$ cat src/rtl/rare_event_monitor.sv
// rare_event_monitor: observes a single subcircuit output bit while armed,
// tracking the current run of ones, the number of transitions and a MISR
// signature of the sampled stream. A sticky alarm fires when the run of
// ones reaches the threshold latched at arm time (threshold 0 disables it).
module rare_event_monitor #(
    parameter int              CNT_W = 8,
    parameter int              SIG_W = 16,
    parameter logic [SIG_W-1:0] POLY = 16'h1021
) (
    input  logic             I1470_clk,
    input  logic             I1477_rst,
    input  logic             in_bit,
    input  logic             sample_en,
    input  logic             arm,
    input  logic             clear,
    input  logic [CNT_W-1:0] threshold,
    output logic [1:0]       state,
    output logic             alarm,
    output logic [CNT_W-1:0] run_len,
    output logic [CNT_W-1:0] toggle_cnt,
    output logic [SIG_W-1:0] signature
);

    typedef enum logic [1:0] {
        ST_IDLE  = 2'b00,
        ST_ARMED = 2'b01,
        ST_TRIG  = 2'b10
    } state_t;

    state_t             state_q, state_d;
    logic               alarm_q, alarm_d;
    logic [CNT_W-1:0]   run_q, run_d;
    logic [CNT_W-1:0]   tog_q, tog_d;
    logic [SIG_W-1:0]   sig_q, sig_d;
    logic               prev_q, prev_d;
    logic [CNT_W-1:0]   thr_q, thr_d;

    // Candidate values for one accepted sample, used only in ARMED
    logic [CNT_W-1:0]   run_new;
    logic [CNT_W-1:0]   tog_new;
    logic [SIG_W-1:0]   sig_new;

    // Per-sample datapath: saturating counters and MISR shift
    always_comb begin
        run_new = '0;
        if (in_bit) begin
            run_new = (run_q == {CNT_W{1'b1}}) ? run_q : run_q + 1'b1;
        end
        tog_new = tog_q;
        if ((in_bit != prev_q) && (tog_q != {CNT_W{1'b1}})) begin
            tog_new = tog_q + 1'b1;
        end
        sig_new = ({sig_q[SIG_W-2:0], 1'b0} ^ (sig_q[SIG_W-1] ? POLY : '0))
                  ^ {{(SIG_W-1){1'b0}}, in_bit};
    end

    // Next-state logic: clear beats arm, arm beats sampling
    always_comb begin
        state_d = state_q;
        alarm_d = alarm_q;
        run_d   = run_q;
        tog_d   = tog_q;
        sig_d   = sig_q;
        prev_d  = prev_q;
        thr_d   = thr_q;

        if (clear) begin
            state_d = ST_IDLE;
            alarm_d = 1'b0;
            run_d   = '0;
            tog_d   = '0;
            sig_d   = '0;
            prev_d  = 1'b0;
        end else begin
            case (state_q)
                ST_IDLE: begin
                    if (arm) begin
                        state_d = ST_ARMED;
                        thr_d   = threshold;
                        run_d   = '0;
                        tog_d   = '0;
                        sig_d   = '0;
                        prev_d  = 1'b0;
                    end
                end
                ST_ARMED: begin
                    if (arm) begin
                        // Re-arm discards any sample offered on this edge
                        thr_d   = threshold;
                        run_d   = '0;
                        tog_d   = '0;
                        sig_d   = '0;
                        prev_d  = 1'b0;
                    end else if (sample_en) begin
                        run_d  = run_new;
                        tog_d  = tog_new;
                        sig_d  = sig_new;
                        prev_d = in_bit;
                        if ((thr_q != '0) && (run_new >= thr_q)) begin
                            state_d = ST_TRIG;
                            alarm_d = 1'b1;
                        end
                    end
                end
                ST_TRIG: begin
                    // Frozen until clear or reset
                end
                default: begin
                    // Unused encoding recovers to IDLE with registers held
                    state_d = ST_IDLE;
                end
            endcase
        end
    end

    // State and datapath registers with asynchronous active-low reset
    always_ff @(posedge I1470_clk or negedge I1477_rst) begin
        if (!I1477_rst) begin
            state_q <= ST_IDLE;
            alarm_q <= 1'b0;
            run_q   <= '0;
            tog_q   <= '0;
            sig_q   <= '0;
            prev_q  <= 1'b0;
            thr_q   <= '0;
        end else begin
            state_q <= state_d;
            alarm_q <= alarm_d;
            run_q   <= run_d;
            tog_q   <= tog_d;
            sig_q   <= sig_d;
            prev_q  <= prev_d;
            thr_q   <= thr_d;
        end
    end

    assign state      = state_q;
    assign alarm      = alarm_q;
    assign run_len    = run_q;
    assign toggle_cnt = tog_q;
    assign signature  = sig_q;

endmodule
$ cat config.mk
export PLATFORM = sky130hd
export DESIGN_NAME = rare_event_monitor
export DESIGN_NICKNAME = d
export VERILOG_FILES = /design/src/rtl/rare_event_monitor.sv
export SDC_FILE = /design/constraint.sdc
export NUM_CORES = 1
export LEC_CHECK = 0
export CORE_ASPECT_RATIO = 1.25
export CORE_MARGIN = 2
export CORE_UTILIZATION = 46
export DETAILED_ROUTE_END_ITERATION = 8
export HOLD_SLACK_MARGIN = 0.08
export MAX_ROUTING_LAYER = met4
export PLACE_DENSITY_LB_ADDON = 0.2
export SYNTH_ARGS = -nofsm -noshare
export SYNTH_HDL_FRONTEND = slang
export SYNTH_SLANG_ARGS = --single-unit
$ cat constraint.sdc
create_clock -name I1470_clk -period 3.5 [get_ports I1470_clk]
set_input_delay 0.35 -clock I1470_clk [delete_from_list [all_inputs] [get_ports I1470_clk]]
set_output_delay 0.35 -clock I1470_clk [all_outputs]
set_load 0.01 [all_outputs]
==> results.txt, run 1 <==
The number of hold buffers added after CTS was 0. The count of mapped cells out of synthesis was 269. The tools report the total routing usage reported by global routing as 18.9%.

The endpoint identified for the worst register-to-register timing path is state[1]. The run finished with clean final reports. The total area inside the core boundary comes to 5150 um2.

Number of global-route vias before repair: 1913. The count of nets after finishing came out at 338. Most frequent standard cell in the layout excluding fill and tap cells: sky130_fd_sc_hd__nand2_1. The detail route stage leaves a number of antenna-violating nets equal to 0. The tools report the total number of clock tree sinks as 44. The growth of design area from synthesis to finish is 25.2%. Of all flip-flops after synthesis, the portion carrying an async set or reset was 100%. Clock skew on the completed layout was measured at 5.58 ps. For this design, the slowest cell found on the critical path is sky130_fd_sc_hd__dfrtp_1.

The worst setup path is launched from a register. Setup violations remaining at the end of the flow were counted as 0. The clock period minus final worst setup slack works out to 2990 ps. The count of synthesis-stage warnings from yosys was 0; the area share of the largest cell type after synthesis was 44.4%. The count of buffers added on input and output ports is 48.

For the number of max-capacitance violations reported, the log shows 0. Detailed placement ended at an HPWL of 3790 um. The number of vias in the routed layout was 2096; the post-place instance area was 3000 um2. The worst-case IR drop observed on VDD is 0.224 mV. Data on the critical path arrives at its endpoint at 3170 ps. After clock tree synthesis, the clock-pin slew on the worst setup and hold paths is 80 ps. The number of buffers created by CTS is 5.

The finished cells cover 3110 um2. The congestion estimate from routability-driven global placement came to 0.888. For the initial antenna violation count, the log shows 0. After layout, the worst path uses 85.5% of the clock period. The number of H-tree levels was 2; the number of DRC violations after detailed-routing iteration 0 was 124. The setup path with the least slack is of type register to register. Ranked by total cell area, the synthesized netlist is headed by sky130_fd_sc_hd__dfrtp_1, sky130_fd_sc_hd__nand2_1, sky130_fd_sc_hd__ha_1. Entering global routing, the biggest net connects 45 pins.

The signal on the critical path passes through ha_1, and4_1, nand4_1, xor2_1, nand2_1, ha_1, nand2b_1, a2111o_1, a31oi_1, o41ai_1. From bottom edge to top edge, the die measures 86.1 um. The worst stage delay on the critical path was 470 ps.

For this run, the top clock speed supported by timing is 334 MHz. The logs give 8980 um for the global-route wire length before repair and 377 for the number of standard cells in the layout, taps in and fillers out. The number of fill cells was 474; the hold slack was 201 ps.

CTS placed an instance of sky130_fd_sc_hd__clkbuf_8 at the clock tree root. The setup check on the worst reg-to-reg path leaves a slack of 510 ps. The floorplan has 29 rows. For the count of final hold-check violations, the log shows 0. For the final routed database, the setup TNS stands at 0 ps. Gates resized during post-CTS repair numbered 0. Wires add up to 5220 um. Counting along the longest clock path gives a buffer depth of 2. Among cell families on the critical path, the largest total delay comes from simple AND/OR/NAND/NOR gates. The sequential-to-total area share from yosys stat was 44.4%.

Clock latency on the worst-skew pair, taken at its later pin, is 290 ps. In the layout the commonest cells are sky130_fd_sc_hd__nand2_1, sky130_fd_sc_hd__clkdlybuf4s50_1, sky130_fd_sc_hd__dfrtp_1. STA classifies the critical path endpoint as a register.

The number of antenna repair diodes came out at 0. The worst register-to-register path has a depth of 10. The floorplan step set the die width to 69.7 um. The tools report the DRC violation count after routing as 0. In the final layout, the share of cells above drive strength 1 is 6.98%. Worst-case headroom to the max-slew limit: 35.7%. The cell taking the most area after synthesis is sky130_fd_sc_hd__dfrtp_1. The number of buffers inserted to repair setup after CTS is 0, and the die area is 6000 um2. Setup repair after global routing left no endpoint under its margin.

49 I/O pins were placed. For the final max-slew violation count, the log shows 0. Counting buffers and inverters, the worst setup path is 10 cells deep. In this run the static leakage power is 0.00141 uW. The average vias per placed instance is 5.56, and the power density over the cells is 333 nW/um2. Total nets after synthesis: 293.

In this run, synthesis produced a sequential element count of 44. The tightest min-delay check is of the input pin to asynchronous set/reset pin type. TritonCTS built the clock tree. The logs give 0 for the leftover overflow at the end of global routing and 50 for the count of different cell masters after synthesis.

The number of buffers and inverters on the critical path is 0. The routed length per instance is 13.9 um, and the critical-path maximum fanout is 9. The run gives 4 as the detailed-router iteration count before antenna repair.

The startpoint of the worst register-to-register path was run_len[0]. Cells fill 60.3% of the core in the end. The most frequent cell on the critical path is sky130_fd_sc_hd__ha_1. The starting utilization of the core area came out at 48.2%. The mean area per synthesized cell is 9.22 um2.

The mapped netlist covers 2480 um2. Commonest register cell after synthesis: sky130_fd_sc_hd__dfrtp_1. At the pin with the least slew margin, the transition time is 965 ps.

Counting flops with a built-in enable in the synthesized netlist gives 0. In this run, placement finished with an instance count of 369. Critical path required time: 3670 ps.
## per-layer routing
| metal | up-vias | global-route usage [%] | share of wire, % |
|---|---|---|---|
| met3 | 7 | 3.53 | 4.3 |
| li1 | 1047 | - | - |
| met1 | 995 | 24.7 | 44 |
| met2 | 47 | 30.0 | 50 |
| met5 | - | - | 0 |
| met4 | 0 | 5.94 | 1.7 |
## through the flow
step                setup slack (ps)  power, uW
floorplan                        657        612
global placement                 573        659
detailed placement               513        661
CTS                              492       1050
global route                     278       1090
finish                           507       1040
## sequential cells by signal, summed over array words and instances (netlist names)
| register | flops |
|---|---|
| alarm | 1 |
| signature | 16 |
| state | 2 |
| toggle_cnt | 8 |
| thr_q | 8 |
| run_len | 8 |
| prev_q | 1 |
## logic make-up (layout without fill, tap and decap cells)
| family | Yosys count | after routing | share of synthesized area, % |
|---|---|---|---|
| AOI/OAI and AO/OA | 55 | 55 | 15.7 |
| xor gates and xnor gates | 8 | 8 | 2.82 |
| adders and majority gates | 10 | 10 | 5.04 |
| buffers and inverters | 26 | 72 | 4.74 |
| DFF | 44 | 44 | 44.4 |
| muxes | 7 | 7 | 2.87 |
| and+or+nand+nor | 119 | 119 | 24.4 |
## area by class of cell
class                      count  area [um2]  area share, %
clock buffer                   5        68.8           2.22
clock inverter                 3        42.5           1.37
inverter                      11        41.3           1.33
multi-input combinational    199        1260           40.6
sequential                    44        1100           35.4
tap                           62        77.6           2.50
timing repair buffer          53         513           16.5
## how the worst max path moves through the flow
| stage | start | to | slack, ps |
|---|---|---|---|
| 3_5_place_dp | run_len[0] | state[1] | 510 |
| 4_1_cts | run_len[0] | state[1] | 490 |
| 2_1_floorplan | run_len[0] | alarm | 660 |
| 5_1_grt | run_len[0] | state[0] | 280 |
| 3_3_place_gp | run_len[0] | state[1] | 570 |
| 6_report | run_len[0] | state[1] | 510 |
## where the power goes
| part | leakage (uW) | switching [uW] | internal, uW |
|---|---|---|---|
| Sequential | 0.000599 | 10.3 | 523 |
| Clock | 0.0000541 | 176 | 211 |
| Combinational | 0.000754 | 68.4 | 47.6 |
## cell usage after synthesis, types with 2 or more instances
cell type,n
sky130_fd_sc_hd__nand2b_1,5
sky130_fd_sc_hd__o31ai_1,6
sky130_fd_sc_hd__a21o_1,2
sky130_fd_sc_hd__ha_1,10
sky130_fd_sc_hd__nor4_1,2
sky130_fd_sc_hd__o41ai_1,3
sky130_fd_sc_hd__nor2_1,9
sky130_fd_sc_hd__nand3_1,20
sky130_fd_sc_hd__a21oi_1,10
sky130_fd_sc_hd__buf_6,2
sky130_fd_sc_hd__a211oi_1,2
sky130_fd_sc_hd__a21boi_0,2
sky130_fd_sc_hd__nand4_1,2
sky130_fd_sc_hd__dfrtp_1,44
sky130_fd_sc_hd__or3_1,5
sky130_fd_sc_hd__a31oi_1,2
sky130_fd_sc_hd__and3_1,4
sky130_fd_sc_hd__or4_1,2
sky130_fd_sc_hd__mux2i_1,6
sky130_fd_sc_hd__buf_2,4
sky130_fd_sc_hd__inv_1,11
sky130_fd_sc_hd__nand2_1,52
sky130_fd_sc_hd__nor3_1,6
sky130_fd_sc_hd__xor2_1,2
sky130_fd_sc_hd__o21ai_0,17
sky130_fd_sc_hd__xnor2_1,6
sky130_fd_sc_hd__nor3b_1,3
sky130_fd_sc_hd__clkbuf_1,8
(Power assumes the default switching activity.)
==> inputs of run 2 (changes only) <==
CORE_UTILIZATION = 52   (was 46)
HOLD_SLACK_MARGIN = 0.12   (was 0.08)
clock period = 3.21 ns   (was 3.5 ns; I/O delays follow)
==> run 2 against run 1 <==
Net effect:
- clock power increased by 14%
- final area increased by 0.28%
- non-clock buffer count increased by 1
- register-to-register slack got worse by 210 ps
- critical path depth unchanged
==> results.txt, run 2 (synthesis results as in run 1) <==
Once the clock tree was built, the resizer swapped 0 gates to a different size. In this run the critical register-to-register path is launched from run_len[0]. The overall routed net length was 5330 um; the final max-slew violation count was 0.

The worst setup path is captured at a register. In this run the remaining antenna-violating nets after routing total 0. The tools report the number of buffers inserted to repair setup after CTS as 0. The clock network fraction of total power came out at 38.3%. The worst setup path is of the register to register kind. The initial antenna violation count was 0; the DRC violation count after routing was 0. For the worst setup path, the data arrival time is 3140 ps. For the worst flop-to-flop path, the logic depth is 10. The clock period minus final worst setup slack works out to 2910 ps. For the worst setup path, the data required time is 3440 ps.

Setup repair after global routing left no endpoint under its margin. The maximum vdd ir drop is 0.231 mV, and the setup violation total in the final timing report is 0. The worst path uses 90.7% of the clock period.

The slowest library cell on the worst path was sky130_fd_sc_hd__dfrtp_1. Sequential cells burn 50.6% of the power. The number of global-route vias before repair came out at 1976. TritonCTS built the clock tree. The number of antenna repair diodes was 0; the slew of the pin with the lowest slew margin was 975 ps. The worst setup path is launched from a register.

The switching power was 295 uW. The most critical setup path has its startpoint at run_len[0]. Max-cap violations in this run came to 0. The switching fraction of total power is 25.6%, and the cell area after layout is 3120 um2.

The total number of placement rows is 28, and the maximum clock rate is 344 MHz. The worst stage delay on the critical path is 480 ps. The run finished with clean final reports. Of the cells placed in the final design, the portion with a size suffix greater than 1 is 7.28%. The worst pin sits at a relative slew slack of 35.0%.

The critical-path maximum fanout came out at 9. Once detailed placement completed, the half-perimeter wirelength came to 3870 um. In this run the worst hold path is classified as input pin to asynchronous set/reset pin. The utilization after layout was 66.9%.

The overall die width is 65.8 um, and the count of nets after finishing is 339. Measured along the y axis, the die boundary spans 81.2 um. The detailed router placed 2099 vias in this run. The hold slack was 171 ps; the internal power was 857 uW. The clock tree synthesis step divided the H-tree into 2 levels. Dividing total power by cell area gives a power density of 370 nW/um2. Global routing used 22.3% of the available tracks across all layers. Combinational logic is responsible for 11.2% of the overall power.

The clock skew after layout is 10.1 ps. The number of clock buffers added by TritonCTS is 5. After clock tree synthesis, the clock-pin slew on the worst setup and hold paths is 90 ps.

Relative to the synthesized area, the layout overhead comes to 25.6%. The first global-routing pass estimated 8940 um of wire. Walking the worst path, the cells encountered are ha_1, and4_1, nand4_1, xor2_1, nand2_1, ha_1, nand2b_1, a2111o_1, a31oi_1, o31a_1. The run gives 2 as the number of buffers on the longest clock path. The tools report the setup slack of the most critical reg-to-reg path as 300 ps. The endpoint identified for the worst register-to-register timing path is state[0]. At the end of routability-driven placement, the weighted congestion stood at 0.896. The detailed-router iteration count before antenna repair is 4. The tools report the total number of clock tree sinks as 44. Among the stages of the critical path, the cell type that occurs most often is sky130_fd_sc_hd__ha_1. The leftover overflow at the end of global routing came out at 0. The most frequent standard cell in the layout excluding fill and tap cells is sky130_fd_sc_hd__nand2_1. Entering global routing, the biggest net connects 45 pins. The tools report the setup total negative slack as 0 ps.

The die covers 5340 um2. Number of DRC violations after detailed-routing iteration 0: 140. For the core outline area, the log shows 4660 um2. The root buffer cell chosen for the clock tree is sky130_fd_sc_hd__clkbuf_8. The logs give 0 for the number of buffers added to fix hold violations after cts and 300 ps for the clock latency of the later-clocked register in the worst-skew pair. In this run the tool buffered the top-level ports with 48 buffer cells.

In the final routed layout, each cell accounts on average for 14.2 um. The reported leakage power was 0.00141 uW. The register with the most flip-flops in the layout has 16 of them. The run gives 0 as the count of final hold-check violations. The critical path ends at state[0]. For this configuration, the core starts out at a cell density of 53.2%.

The number of ports placed on the die boundary was 49; the post-place instance area was 3000 um2. Leaving out fill and tap cells, the most frequent cells in the layout are sky130_fd_sc_hd__nand2_1, sky130_fd_sc_hd__clkdlybuf4s50_1, sky130_fd_sc_hd__dfrtp_1. Counting the fill cells in the layout gives 382. The average vias per placed instance was 5.58.
## run 2: cell types whose count changed in the layout (fill, tap and decap cells not counted), sizes merged
cell    delta
buf        +1
inv        +1
clkinv     -1
## run 2: how the worst min path moves through the flow
stage / to / slack [ps] / start / cells past startpoint
after global placement: signature[8] / 480 / signature[8] / 2
after floorplan: alarm / 30 / I1477_rst / 0
after CTS: toggle_cnt[6] / 200 / I1477_rst / 1
after global routing: toggle_cnt[6] / 250 / I1477_rst / 1
final: toggle_cnt[6] / 170 / I1477_rst / 1
after detailed placement: signature[6] / 480 / signature[6] / 2
## run 2: through the flow
step	setup slack, ps	cells	power, uW
4_1_cts	333	376	1160
3_5_place_dp	401	368	721
2_1_floorplan	367	269	667
5_1_grt	125	376	1200
6_report	299	376	1150
3_3_place_gp	462	368	718
## run 2: per-layer routing
metal | track usage (%) | vias to the layer above | share of wire (%)
met1 | 26.8 | 996 | 43
li1 | - | 1047 | -
met5 | - | - | 0
met4 | 8.75 | 0 | 2.5
met3 | 3.46 | 12 | 2.9
met2 | 37.6 | 44 | 51
## run 2: power by group through the flow
stage | combinational, uW | clock, uW | sequential, uW
3_3_place_gp | 126 | 0 | 592
3_5_place_dp | 128 | 0 | 593
6_report | 129 | 441 | 583
5_1_grt | 146 | 470 | 585
4_1_cts | 130 | 448 | 582
2_1_floorplan | 76.8 | 0 | 591
## run 2: final cells by class
cell class                 count  area, um2  share of cell area, %
inverter                      11       41.3                   1.33
tap                           60       75.1                   2.41
sequential                    44       1100                   35.3
clock inverter                 3       46.3                   1.49
timing repair buffer          54        520                   16.7
multi-input combinational    199       1260                   40.5
clock buffer                   5       68.8                   2.21
## run 2: worst max-delay path: cells and delay by family, from the launching register on
| kind | cells | cell delay [ps] |
|---|---|---|
| AO/OA/AOI/OAI | 3 | 950 |
| AND/OR/NAND/NOR | 4 | 640 |
| adder cells (fa/ha/maj) | 2 | 610 |
| XOR/XNOR | 1 | 160 |
| flip-flops | 1 | 480 |
==> edit 1 (settings of run 1) <==
Put one more register stage on the output `signature`, cleared by the reset. The value now appears one clock later. The other outputs are not delayed to match.
--- a/src/rtl/rare_event_monitor.sv
+++ b/src/rtl/rare_event_monitor.sv
@@ -139,5 +139,11 @@
     assign run_len    = run_q;
     assign toggle_cnt = tog_q;
-    assign signature  = sig_q;
+    always_ff @(posedge I1470_clk or negedge I1477_rst) begin
+        if (!I1477_rst) begin
+            signature <= '0;
+        end else begin
+            signature <= sig_q;
+        end
+    end
 
 endmodule
Formal check against the unedited RTL: not equivalent (a bounded check fails within 4 cycles, from zero or initial values and one cycle with I1477_rst low).
==> edit 1 against run 1 <==
- global-route usage grew 0.50 points
- sequential power up 35%
- final area up 13%
- wire length is 9.1% higher
- worst setup slack improved by 43 ps
- synthesized area up 12%
- critical endpoint unchanged
- total power rose by 41%
- sequential cell count is 16 higher
- critical path type unchanged
- fmax is 1.5% higher
- sequential share of layout area increased by 7.3 points
==> edit 1: results (changes against run 1) <==
stage;metric;value;unit;change
status;outcome;finished clean;;unchanged
placed_design;Setup WS pre-CTS;585.5;ps;was 512.8 ps
global_routing;All-Layer GR Usage;0.1938;;was 0.1888
power;Sw Ratio;0.2560;;was 0.2456
routing;DR vias/cell;5.528;;was 5.560
global_routing;vias in the first global route;2102;;was 1913
final_layout;nets;349;;was 338
routing;1st-iter DRT viols;147;;was 124
setup_path;worst r2r path cells;11;;was 10
final_layout;Non-clock buffers, area share;0.1417;;was 0.1651
global_routing;first-pass GRT wire length;9.735;mm;was 8.976 mm
routing;per-cell routed wire length;14.39;um;was 13.85 um
placed_design;Area after DPL;3316;um2;was 2995 um2
final_layout;ClkCell Share;0.05660;;was 0.03584
timing;minimum clock period;2950;ps;was 2993 ps
logic_synthesis;sequential area share after synthesis;0.5398;;was 0.4438
setup_path;Reg2Reg Setup Slack;550;ps;was 510 ps
timing;Hold Slack;164.8;ps;was 201.3 ps
clock_network;Clock Latency Late Sink;340;ps;was 290 ps
global_routing;met3 Use GR;0.04994;;was 0.03525
clock_network;H-tree depth;3;;was 2
power;clock network power share;0.429;;was 0.374
timing;clk_skew;4.864;ps;was 5.582 ps
logic_synthesis;adder-cell share of the synthesized area;0.04498;;was 0.05043
floorplan;die area;6689;um2;was 6001 um2
logic_synthesis;Net Count, Synth;297;;was 293
final_layout;clock buf count;9;;was 5
power;Max VDD drop;0.2287;mV;was 0.2238 mV
final_layout;Seq area share;0.4272;;was 0.3544
power;Leak;1.649;nW;was 1.407 nW
## edit 1: changes by cell type after synthesis, moves of 4 or more
cell,run 1,this run
clkbuf_1,8,3
xor2_1,2,6
or3_1,5,0
mux2i_1,6,0
dfrtp_1,44,60
## edit 1: kinds of logic (layout without fill, tap and decap cells)
kind of cell    count (synthesis)  count (layout)
simple gates                  116             116
compound gates                 56              56
flops                          60              60
mux                             1               1
xor+xnor                        9               9
buf+inv                        21              78
fa+ha+maj                      10              10
## edit 1: metrics by stage
step | cells | power (mW)
global placement | 380 | 0.8438
global route | 396 | 1.528
finish | 396 | 1.458
floorplan | 273 | 0.7917
detailed placement | 380 | 0.8457
CTS | 396 | 1.479
## edit 1: critical path, cell delays in order, from the launching register on
cell,delay (ps)
dfrtp_1,460
ha_1,330
nand2_1,130
nor3_1,360
xnor2_1,170
nand2_1,70
ha_1,280
nand2b_1,140
a2111oi_0,410
nand4b_1,160
a21oi_1,100
a22o_1,240
==> edit 2 (settings of run 1) <==
Without the edit above. Set the parameter `CNT_W` to 12 (it was 8).
--- a/src/rtl/rare_event_monitor.sv
+++ b/src/rtl/rare_event_monitor.sv
@@ -4,5 +4,5 @@
 // ones reaches the threshold latched at arm time (threshold 0 disables it).
 module rare_event_monitor #(
-    parameter int              CNT_W = 8,
+    parameter int              CNT_W = 12,
     parameter int              SIG_W = 16,
     parameter logic [SIG_W-1:0] POLY = 16'h1021
Ports: changed (resized run_len, threshold and toggle_cnt); port bits go from 49 to 61. No check against the original RTL was run, so the function may have changed too.
==> edit 2 against run 1 <==
- synthesized cell count up 35%
- worst setup slack lost 140 ps
- largest power group unchanged
- total power is 16% higher
- synthesized area grew 29%
- clock power shrank 2%
- critical path type unchanged
- final area increased by 27%
- fmax shrank 4.5%
- sequential cell count rose by 12
- wire length increased by 40%
==> edit 2: results (changes against run 1) <==
stage;metric;value;unit;change
placed_design;Setup WS pre-CTS;414.1;ps;was 512.8 ps
power;P_comb;0.146;mW;was 0.116 mW
clock_network;clock slew seen by the registers of the worst setup and hold paths;110;ps;was 80 ps
power;Power Sequential;0.681;mW;was 0.533 mW
setup_path;Worst R2R Start;run_len[0];;unchanged
placed_design;dpl hpwl;5.189;mm;was 3.795 mm
final_layout;share of cells above drive strength 1;0.05728;;was 0.06984
setup_path;FF-to-FF End;alarm;;was state[1]
timing;Hold Slack;76.20;ps;was 201.3 ps
logic_synthesis;Post-Synth XOR/XNOR Area;0.04941;;was 0.02824
timing;clk_skew;6.900;ps;was 5.582 ps
clock_network;CTS Buf Count;5;;unchanged
setup_path;worst r2r path cells;13;;was 10
logic_synthesis;mux cell area share after synthesis;0.003529;;was 0.02874
final_layout;final-layout fill cell count;602;;was 474
routing;1st-iter DRT viols;206;;was 124
logic_synthesis;Synth top cells by count;nand2_1, dfrtp_1, nor2_1;;was nand2_1, dfrtp_1, nand3_1
global_routing;initial antenna violation count;0;;unchanged
power;net switching power figure;0.3366;mW;was 0.2544 mW
power;Sw Ratio;0.2789;;was 0.2456
clock_network;Clock Latency Late Sink;320;ps;was 290 ps
logic_synthesis;YS warnings;0;;unchanged
timing;Slew @ Worst Pin;924.9;ps;was 964.5 ps
routing;top layer in use;met4;;unchanged
routing;metal3 WL;344;um;was 224 um
power;Leak;1.723;nW;was 1.407 nW
final_layout;Antenna Diode Count;0;;unchanged
logic_synthesis;Net Count, Synth;396;;was 293
global_routing;All-Layer GR Usage;0.2054;;was 0.1888
routing;residual DRC count;0;;unchanged
hold_path;Hold WC Path Type;input pin to async pin;;unchanged
placed_design;routability cong.;0.9051;;was 0.8880
placed_design;dpl cells;498;;was 369
global_routing;first-pass GRT wire length;12.36;mm;was 8.976 mm
status;outcome;finished clean;;unchanged
clock_network;H-tree depth;2;;unchanged
clock_network;PostCTS Resize Cnt;0;;unchanged
global_routing;largest net degree at the start of global routing;34;;was 45
logic_synthesis;unique cell type count in the Yosys netlist;49;;was 50
routing;WL met2;3.497;mm;was 2.597 mm
routing;DR vias/cell;5.532;;was 5.560
routing;routed via count;2799;;was 2096
global_routing;vias in the first global route;2600;;was 1913
logic_synthesis;Synth Area in Compound Gates;0.1490;;was 0.1573
logic_synthesis;adder-cell share of the synthesized area;0.05490;;was 0.05043
power;Max VDD drop;0.2690;mV;was 0.2238 mV
routing;Met1 Wirelength;3.285;mm;was 2.314 mm
logic_synthesis;sequential area share after synthesis;0.4392;;was 0.4438
final_layout;nets;450;;was 338
final_layout;max reg flops;16;;unchanged
logic_synthesis;syn avg cell area;8.765;um2;was 9.224 um2
logic_synthesis;largest cells by area after synthesis;dfrtp_1, nand2_1, ha_1;;unchanged
setup_path;Reg2Reg Setup Slack;370;ps;was 510 ps
placed_design;PortBufs;60;;was 48
routing;per-cell routed wire length;14.41;um;was 13.85 um
setup_path;signal arrival time at the worst endpoint;3360;ps;was 3170 ps
-- edit 2: cell count changes in the layout (fill, tap and decap cells not counted), moves of 6 or more --
cell / before / now
nor2_1: 9 / 32
mux2i_1: 6 / 0
dfrtp_1: 44 / 56
xnor2_1: 6 / 14
o21ai_0: 17 / 28
nand2_1: 52 / 66
clkdlybuf4s50_1: 47 / 59
-- edit 2: how the worst max path moves through the flow --
stage	cells past startpoint	start	slack [ps]	endpoint
finish	13	run_len[0]	370	alarm
global placement	13	run_len[0]	490	state[0]
floorplan	13	run_len[0]	690	state[0]
CTS	13	run_len[0]	380	alarm
global route	12	run_len[3]	100	alarm
detailed placement	13	run_len[0]	410	state[0]
-- edit 2: critical path, cell delays in order (launching register included) --
cell,delay [ps]
dfrtp_1,470
ha_1,270
nand3_1,120
nor3_1,80
buf_4,190
or3_1,410
xnor2_1,140
and2_1,160
ha_1,290
nand2_1,50
or3_1,350
o221ai_1,230
nand2_1,100
o21ai_0,190
-- edit 2: stage by stage --
stage,utilization,cell area [um2]
2_1_floorplan,-,3191
3_3_place_gp,0.5776,3840
3_5_place_dp,0.5776,3840
4_1_cts,0.5919,3935
5_1_grt,0.5919,3935
6_report,0.5919,3935
-- edit 2: area by class of cell --
cell class,instances,area share
inverter,14,0.01335
multi-input combinational,277,0.4197
sequential,56,0.3561
clock buffer,5,0.01749
timing repair buffer,64,0.1590
clock inverter,3,0.006677
tap,87,0.02766
-- edit 2: routing by layer --
layer	vias up	track usage
met2	85	0.3276
met4	0	0.07018
met1	1327	0.2716
li1	1371	-
met5	-	-
met3	16	0.02602
